### src/rtl/cpu_pkg.sv
// Shared processor definitions: address width default, reset address and the
// stack operation code used by the decoder and the return-address stack.
package cpu_pkg;

   localparam int CPU_AW = 8;
   localparam logic [CPU_AW-1:0] RESET_ADDR = 8'h00;

   typedef enum logic [1:0] {
      NOP     = 2'd0,
      PUSH    = 2'd1,
      POP     = 2'd2,
      REPLACE = 2'd3
   } stack_op_t;

endpackage

### src/rtl/rtn_stack_mem.sv
// DEPTH x AW register array for the return-address stack: one write port and
// one combinational read port. Contents are intentionally not reset.
module rtn_stack_mem #(
   parameter int DEPTH = 8,
   parameter int AW    = 8
) (
   input  logic                     clk,
   input  logic                     i_we,
   input  logic [$clog2(DEPTH)-1:0] i_wr_idx,
   input  logic [AW-1:0]            i_wr_data,
   input  logic [$clog2(DEPTH)-1:0] i_rd_idx,
   output logic [AW-1:0]            o_rd_data
);

   logic [AW-1:0] r_mem [DEPTH];

   always_ff @(posedge clk) begin
      if (i_we) begin
         r_mem[i_wr_idx] <= i_wr_data;
      end
   end

   // Non-power-of-two depths leave index codes with no backing entry.
   assign o_rd_data = (int'(i_rd_idx) < DEPTH) ? r_mem[i_rd_idx] : '0;

endmodule

### src/rtl/rtn_addr_stack.sv
// Return-address stack: push captures pc+1 on a call, pop exposes the next
// saved address. The top of stack is held in its own register for the PC.
module rtn_addr_stack
   import cpu_pkg::*;
#(
   parameter int DEPTH = 8,
   parameter int AW    = CPU_AW
) (
   input  logic                       clk,
   input  logic                       reset,
   input  logic [AW-1:0]              pc,
   input  logic                       push,
   input  logic                       pop,
   input  logic                       clr_err,
   output logic [AW-1:0]              return_addr,
   output logic                       empty,
   output logic                       full,
   output logic [$clog2(DEPTH+1)-1:0] depth,
   output logic                       ovf_err,
   output logic                       unf_err
);

   localparam int SPW = $clog2(DEPTH+1);
   localparam int IW  = $clog2(DEPTH);

   logic [SPW-1:0] r_sp;
   logic [AW-1:0]  r_top;
   logic           r_ovf;
   logic           r_unf;

   stack_op_t      w_op;
   logic           w_ovf;
   logic           w_unf;
   logic           w_empty;
   logic           w_full;
   logic [AW-1:0]  w_push_val;
   logic           w_we;
   logic [IW-1:0]  w_wr_idx;
   logic [IW-1:0]  w_rd_idx;
   logic [AW-1:0]  w_rd_data;

   assign w_empty    = (r_sp == '0);
   assign w_full     = (r_sp == SPW'(DEPTH));
   assign w_push_val = pc + AW'(1);

   // A push+pop on an empty stack still writes, but is a return with nothing saved.
   always_comb begin
      w_op  = NOP;
      w_ovf = 1'b0;
      w_unf = 1'b0;
      unique case ({push, pop})
         2'b10: begin
            if (w_full) w_ovf = 1'b1;
            else        w_op  = PUSH;
         end
         2'b01: begin
            if (w_empty) w_unf = 1'b1;
            else         w_op  = POP;
         end
         2'b11: begin
            if (w_empty) begin
               w_op  = PUSH;
               w_unf = 1'b1;
            end else begin
               w_op  = REPLACE;
            end
         end
         default: ;
      endcase
   end

   assign w_we     = (w_op == PUSH) || (w_op == REPLACE);
   assign w_wr_idx = (w_op == PUSH) ? IW'(r_sp) : IW'(r_sp - SPW'(1));
   assign w_rd_idx = IW'(r_sp - SPW'(2));

   rtn_stack_mem #(
      .DEPTH (DEPTH),
      .AW    (AW)
   ) u_mem (
      .clk       (clk),
      .i_we      (w_we),
      .i_wr_idx  (w_wr_idx),
      .i_wr_data (w_push_val),
      .i_rd_idx  (w_rd_idx),
      .o_rd_data (w_rd_data)
   );

   always_ff @(posedge clk or posedge reset) begin
      if (reset) begin
         r_sp  <= '0;
         r_top <= AW'(RESET_ADDR);
         r_ovf <= 1'b0;
         r_unf <= 1'b0;
      end else begin
         unique case (w_op)
            PUSH: begin
               r_sp  <= r_sp + SPW'(1);
               r_top <= w_push_val;
            end
            REPLACE: r_top <= w_push_val;
            POP: begin
               r_sp  <= r_sp - SPW'(1);
               r_top <= (r_sp == SPW'(1)) ? '0 : w_rd_data;
            end
            default: ;
         endcase
         // A new error in the same cycle as the clear leaves the flag set.
         if (w_ovf)        r_ovf <= 1'b1;
         else if (clr_err) r_ovf <= 1'b0;
         if (w_unf)        r_unf <= 1'b1;
         else if (clr_err) r_unf <= 1'b0;
      end
   end

   assign return_addr = r_top;
   assign empty       = w_empty;
   assign full        = w_full;
   assign depth       = r_sp;
   assign ovf_err     = r_ovf;
   assign unf_err     = r_unf;

endmodule

### config.mk
export PLATFORM = sky130hd
export DESIGN_NAME = rtn_addr_stack
export DESIGN_NICKNAME = d
export VERILOG_FILES = /design/src/rtl/cpu_pkg.sv /design/src/rtl/rtn_stack_mem.sv /design/src/rtl/rtn_addr_stack.sv
export SDC_FILE = /design/constraint.sdc
export NUM_CORES = 1
export LEC_CHECK = 0
export CAP_MARGIN = 20
export CORE_MARGIN = 4
export CORE_UTILIZATION = 55
export DETAILED_ROUTE_END_ITERATION = 10
export PLACE_DENSITY = 0.87
export SLEW_MARGIN = 15
export SYNTH_ARGS = -nofsm -noshare
export SYNTH_HDL_FRONTEND = slang
export SYNTH_SLANG_ARGS = --single-unit
### constraint.sdc
create_clock -name clk -period 3.6 [get_ports clk]
set_input_delay 0.72 -clock clk [delete_from_list [all_inputs] [get_ports clk]]
set_output_delay 0.72 -clock clk [all_outputs]
set_load 0.005 [all_outputs]
==> impl_metrics.csv <==
group,metric,value,unit
outcome,outcome,"complete, no violations",
sta,period_needed,2.84,ns
setup_path,r2r_start,"depth[1]$_DFFE_PP0P_",
cells_and_area,area_growth,18.7,%
placed_design,hpwl,4810,microns
sta,clock_skew,0.0111,ns
pwr,p_comb_share,35.1,%
min_path,hp-start,"return_addr[2]$_DFFE_PP0P_",
yosys,netlist_area,3400,sq um
cells_and_area,postLayoutCoreUtil,67.7,%
yosys,ys_ff_latch,78,
clock_network,root_buffer,"clkbuf_8",
yosys,ys.flop_type,"edfxtp_1",
pwr,power_frac_seq,42.1,%
yosys,yosys.area_share.simple,6.63,%
setup_path,worstPathRequired,3.66,ns
setup_path,critPathMaxFanout,8,
grt,overflow,0,
floorplan,start_util,57.0,%
cells_and_area,n_fill_cell,419,
pwr,powerDensity,766,nW/um^2
cells_and_area,multi_input_area,1050,sq um
clock_network,cts_buffers,9,
floorplan,die_x,86.6,microns
clock_network,cts.sinks,78,
drt,vias,2015,
clock_network,clkTransAtPathRegs,0.08,ns
clock_network,postCtsSetupBuffers,0,
sta,hold_violations,0,
yosys,synth_compound_area_share,5.93,%
clock_network,clock_latency,0.36,ns
pwr,p_sw,0.963,mW
drt,drtPass1Iterations,5,
yosys,synth_commonest_cells,"edfxtp_1, dfrtp_1, nor2_1",
clock_network,post_cts_resized,0,
sta,setup_slack,0.763,ns
yosys,ys_seq_area_share,66.9,%
drt,wl_per_cell,21.9,microns
placed_design,portBuffers,28,
setup_path,critical_path_class,"flip-flop to flip-flop",
sta,maxSlewViolCount,0,
yosys,synth_top_family_by_area,"multiplexers",
floorplan,core_area,5960,sq um
sta,min_period_over_period,78.8,%
yosys,synth_top_cell_by_area,"edfxtp_1",
drt,drcViolationCount,0,
flow_run,drv_cap,0,
cells_and_area,nets,270,
pwr,power.leakage,1.48,nW
setup_path,critPathCaptureType,"flip-flop",
yosys,avgSynthCellArea,16.7,sq um
sta,setup_violations,0,
cells_and_area,final_cell_area,4030,sq um
cells_and_area,diodes,0,
setup_path,startpoint,"depth[1]$_DFFE_PP0P_",
floorplan,io_pins,29,
yosys,ys_types,32,
grt,grt_max_degree,24,
cells_and_area,layoutNonFillerInstCount,327,
drt,wl,7170,microns
placed_design,dpl_cell_area,3820,sq um
cells_and_area,layout-drive-gt1-share,15.9,%
placed_design,place_inst,311,
setup_path,crit_chain,"inv_1, ha_1, nor4bb_1, nor2b_1, ha_1, nand2b_1, o2bb2ai_1, a21oi_1, nor2_1, buf_4",
sta,grt_setup_unrepaired,"no",
pwr,finalPower,3.09,mW
sta,fin_setup_tns,0,ns
min_path,hold_class,"flip-flop to flip-flop",
placed_design,place.gp.congestion,0.858,
floorplan,dieArea,7500,sq um
drt,avgViaCountPerCell,6.16,
setup_path,critical_path.startpoint_type,"flip-flop",
clock_network,htreeDepth,3,
yosys,synthTopCellsByArea,"edfxtp_1, dfrtp_1, mux4_2, mux4_1, ha_1",
floorplan,row_count,28,
clock_network,cts_hold_buf,0,
yosys,yosysMostFrequentCell,"edfxtp_1",
pwr,pwr-share-clk,22.8,%
grt,grt_pass1_wl,11300,microns
placed_design,place_ws,0.458,ns
setup_path,crit_buf_inv,2,
yosys,yosysWarnings,0,
pwr,p_int,2.13,mW
sta,slew_headroom,44.5,%
grt,antenna_found_initial,0,
yosys,ys_async_sr_fraction,17.9,%
setup_path,crit_slowest_cell,"dfrtp_1",
yosys,synthCells,204,
floorplan,die_height,86.6,microns
setup_path,cp_top_family,"simple AND/OR/NAND/NOR gates",
grt,grt_util_all_layers,21.0,%
yosys,synth_nets,227,
drt,drt_iter0_drc,134,
yosys,synthXorXnorAreaFrac,2.84,%
sta,fmax,353,MHz
pwr,peakVddDrop,0.528,mV
pwr,p_sw_share,31.2,%
sta,holdWs,0.522,ns
cells_and_area,register_area,2270,sq um
yosys,synth.top_cell.area_share,56.6,%
yosys,yosys.area_share.adder,3.68,%
setup_path,crit_arrival,2.90,ns
clock_network,cts_tree,"built",
clock_network,clk_path_buf_depth,2,
grt,grt_pass1_vias,2054,
setup_path,cpMostUsedCell,"ha_1",
yosys,synth_enable_flop_cells,64,
drt,ant_nets,0,
sta,worst_slew_pin_slew,0.826,ns
setup_path,critPathMaxStageDelay,0.38,ns
yosys,synthMuxAreaShare,11.7,%
==> sequential cells by signal, summed over array words and instances, names as in the netlist <==
register     cells
u_mem.r_mem     64
return_addr      8
depth            4
ovf_err          1
unf_err          1
==> cells by family (layout without fill, tap and decap cells) <==
| logic type | count (synthesis) | count (layout) |
|---|---|---|
| buffers and inverters | 17 | 65 |
| AND/OR/NAND/NOR | 44 | 44 |
| adder cells (fa/ha/maj) | 10 | 10 |
| XOR/XNOR | 11 | 11 |
| multiplexers | 17 | 17 |
| flip-flops | 78 | 78 |
| AO/OA/AOI/OAI | 27 | 27 |
==> area by class of cell <==
cell class                      instances  area share (%)
Timing Repair Buffer                   41            9.37
Sequential cell                        78            56.3
Tap cell                               75            2.33
Clock inverter                          6            2.14
Clock buffer                           10            3.16
Multi-Input combinational cell        109            25.9
Inverter                                8           0.744
==> final timing paths <==
| check | to | cells after the start | slack [ns] |
|---|---|---|---|
| setup / recovery | u_mem.r_mem[4][0]$_DFFE_PP_ | 10 | 0.76 |
| setup reg to reg | u_mem.r_mem[4][0]$_DFFE_PP_ | 10 | 0.76 |
| hold / removal | return_addr[2]$_DFFE_PP0P_ | 2 | 0.52 |
| hold reg to reg | return_addr[2]$_DFFE_PP0P_ | 2 | 0.52 |
| min in group asynchronous | return_addr[6]$_DFFE_PP0P_ | 2 | 0.73 |
| max in group asynchronous | return_addr[4]$_DFFE_PP0P_ | 2 | 2.46 |
==> worst reg2reg max path: stages, from the launching register on <==
cell	delay, ns
dfrtp_1	0.38
inv_1	0.15
ha_1	0.33
nor4bb_1	0.34
nor2b_1	0.15
ha_1	0.32
nand2b_1	0.22
o2bb2ai_1	0.19
a21oi_1	0.12
nor2_1	0.15
buf_4	0.19
==> per-layer routing <==
layer	routed length, microns	part of all wire, %	GRT usage, %
met4	227	3.2	9.63
met1	2900	40	27.4
met5	0	0	0
met2	3520	49	33.0
met3	517	7.2	5.99
==> power by group through the flow <==
stage	Sequential [mW]	Clock, mW	Combinational (mW)
global placement	1.31	0	1.05
global route	1.32	0.764	1.18
CTS	1.30	0.718	1.09
finish	1.30	0.705	1.08
detailed placement	1.32	0	1.09
floorplan	1.30	0	0.684
==> placed cells by master (no fill, tap or decap), types with 2 or more instances in the layout <==
cell type,instances
xnor2_1,8
a22o_1,5
buf_4,13
clkbuf_8,9
a221o_1,3
o21ai_0,2
bufinv_16,2
nor3_1,2
nor2_1,14
a21oi_1,6
nor4bb_1,2
dfrtp_1,14
mux4_1,7
nand3_1,4
clkinv_2,2
xor2_1,3
ha_1,10
a22oi_1,7
edfxtp_1,64
clkdlybuf4s50_1,28
nand2b_1,3
mux4_2,9
and3_1,4
inv_1,8
nand2_1,12
(Power assumes the default switching activity.)
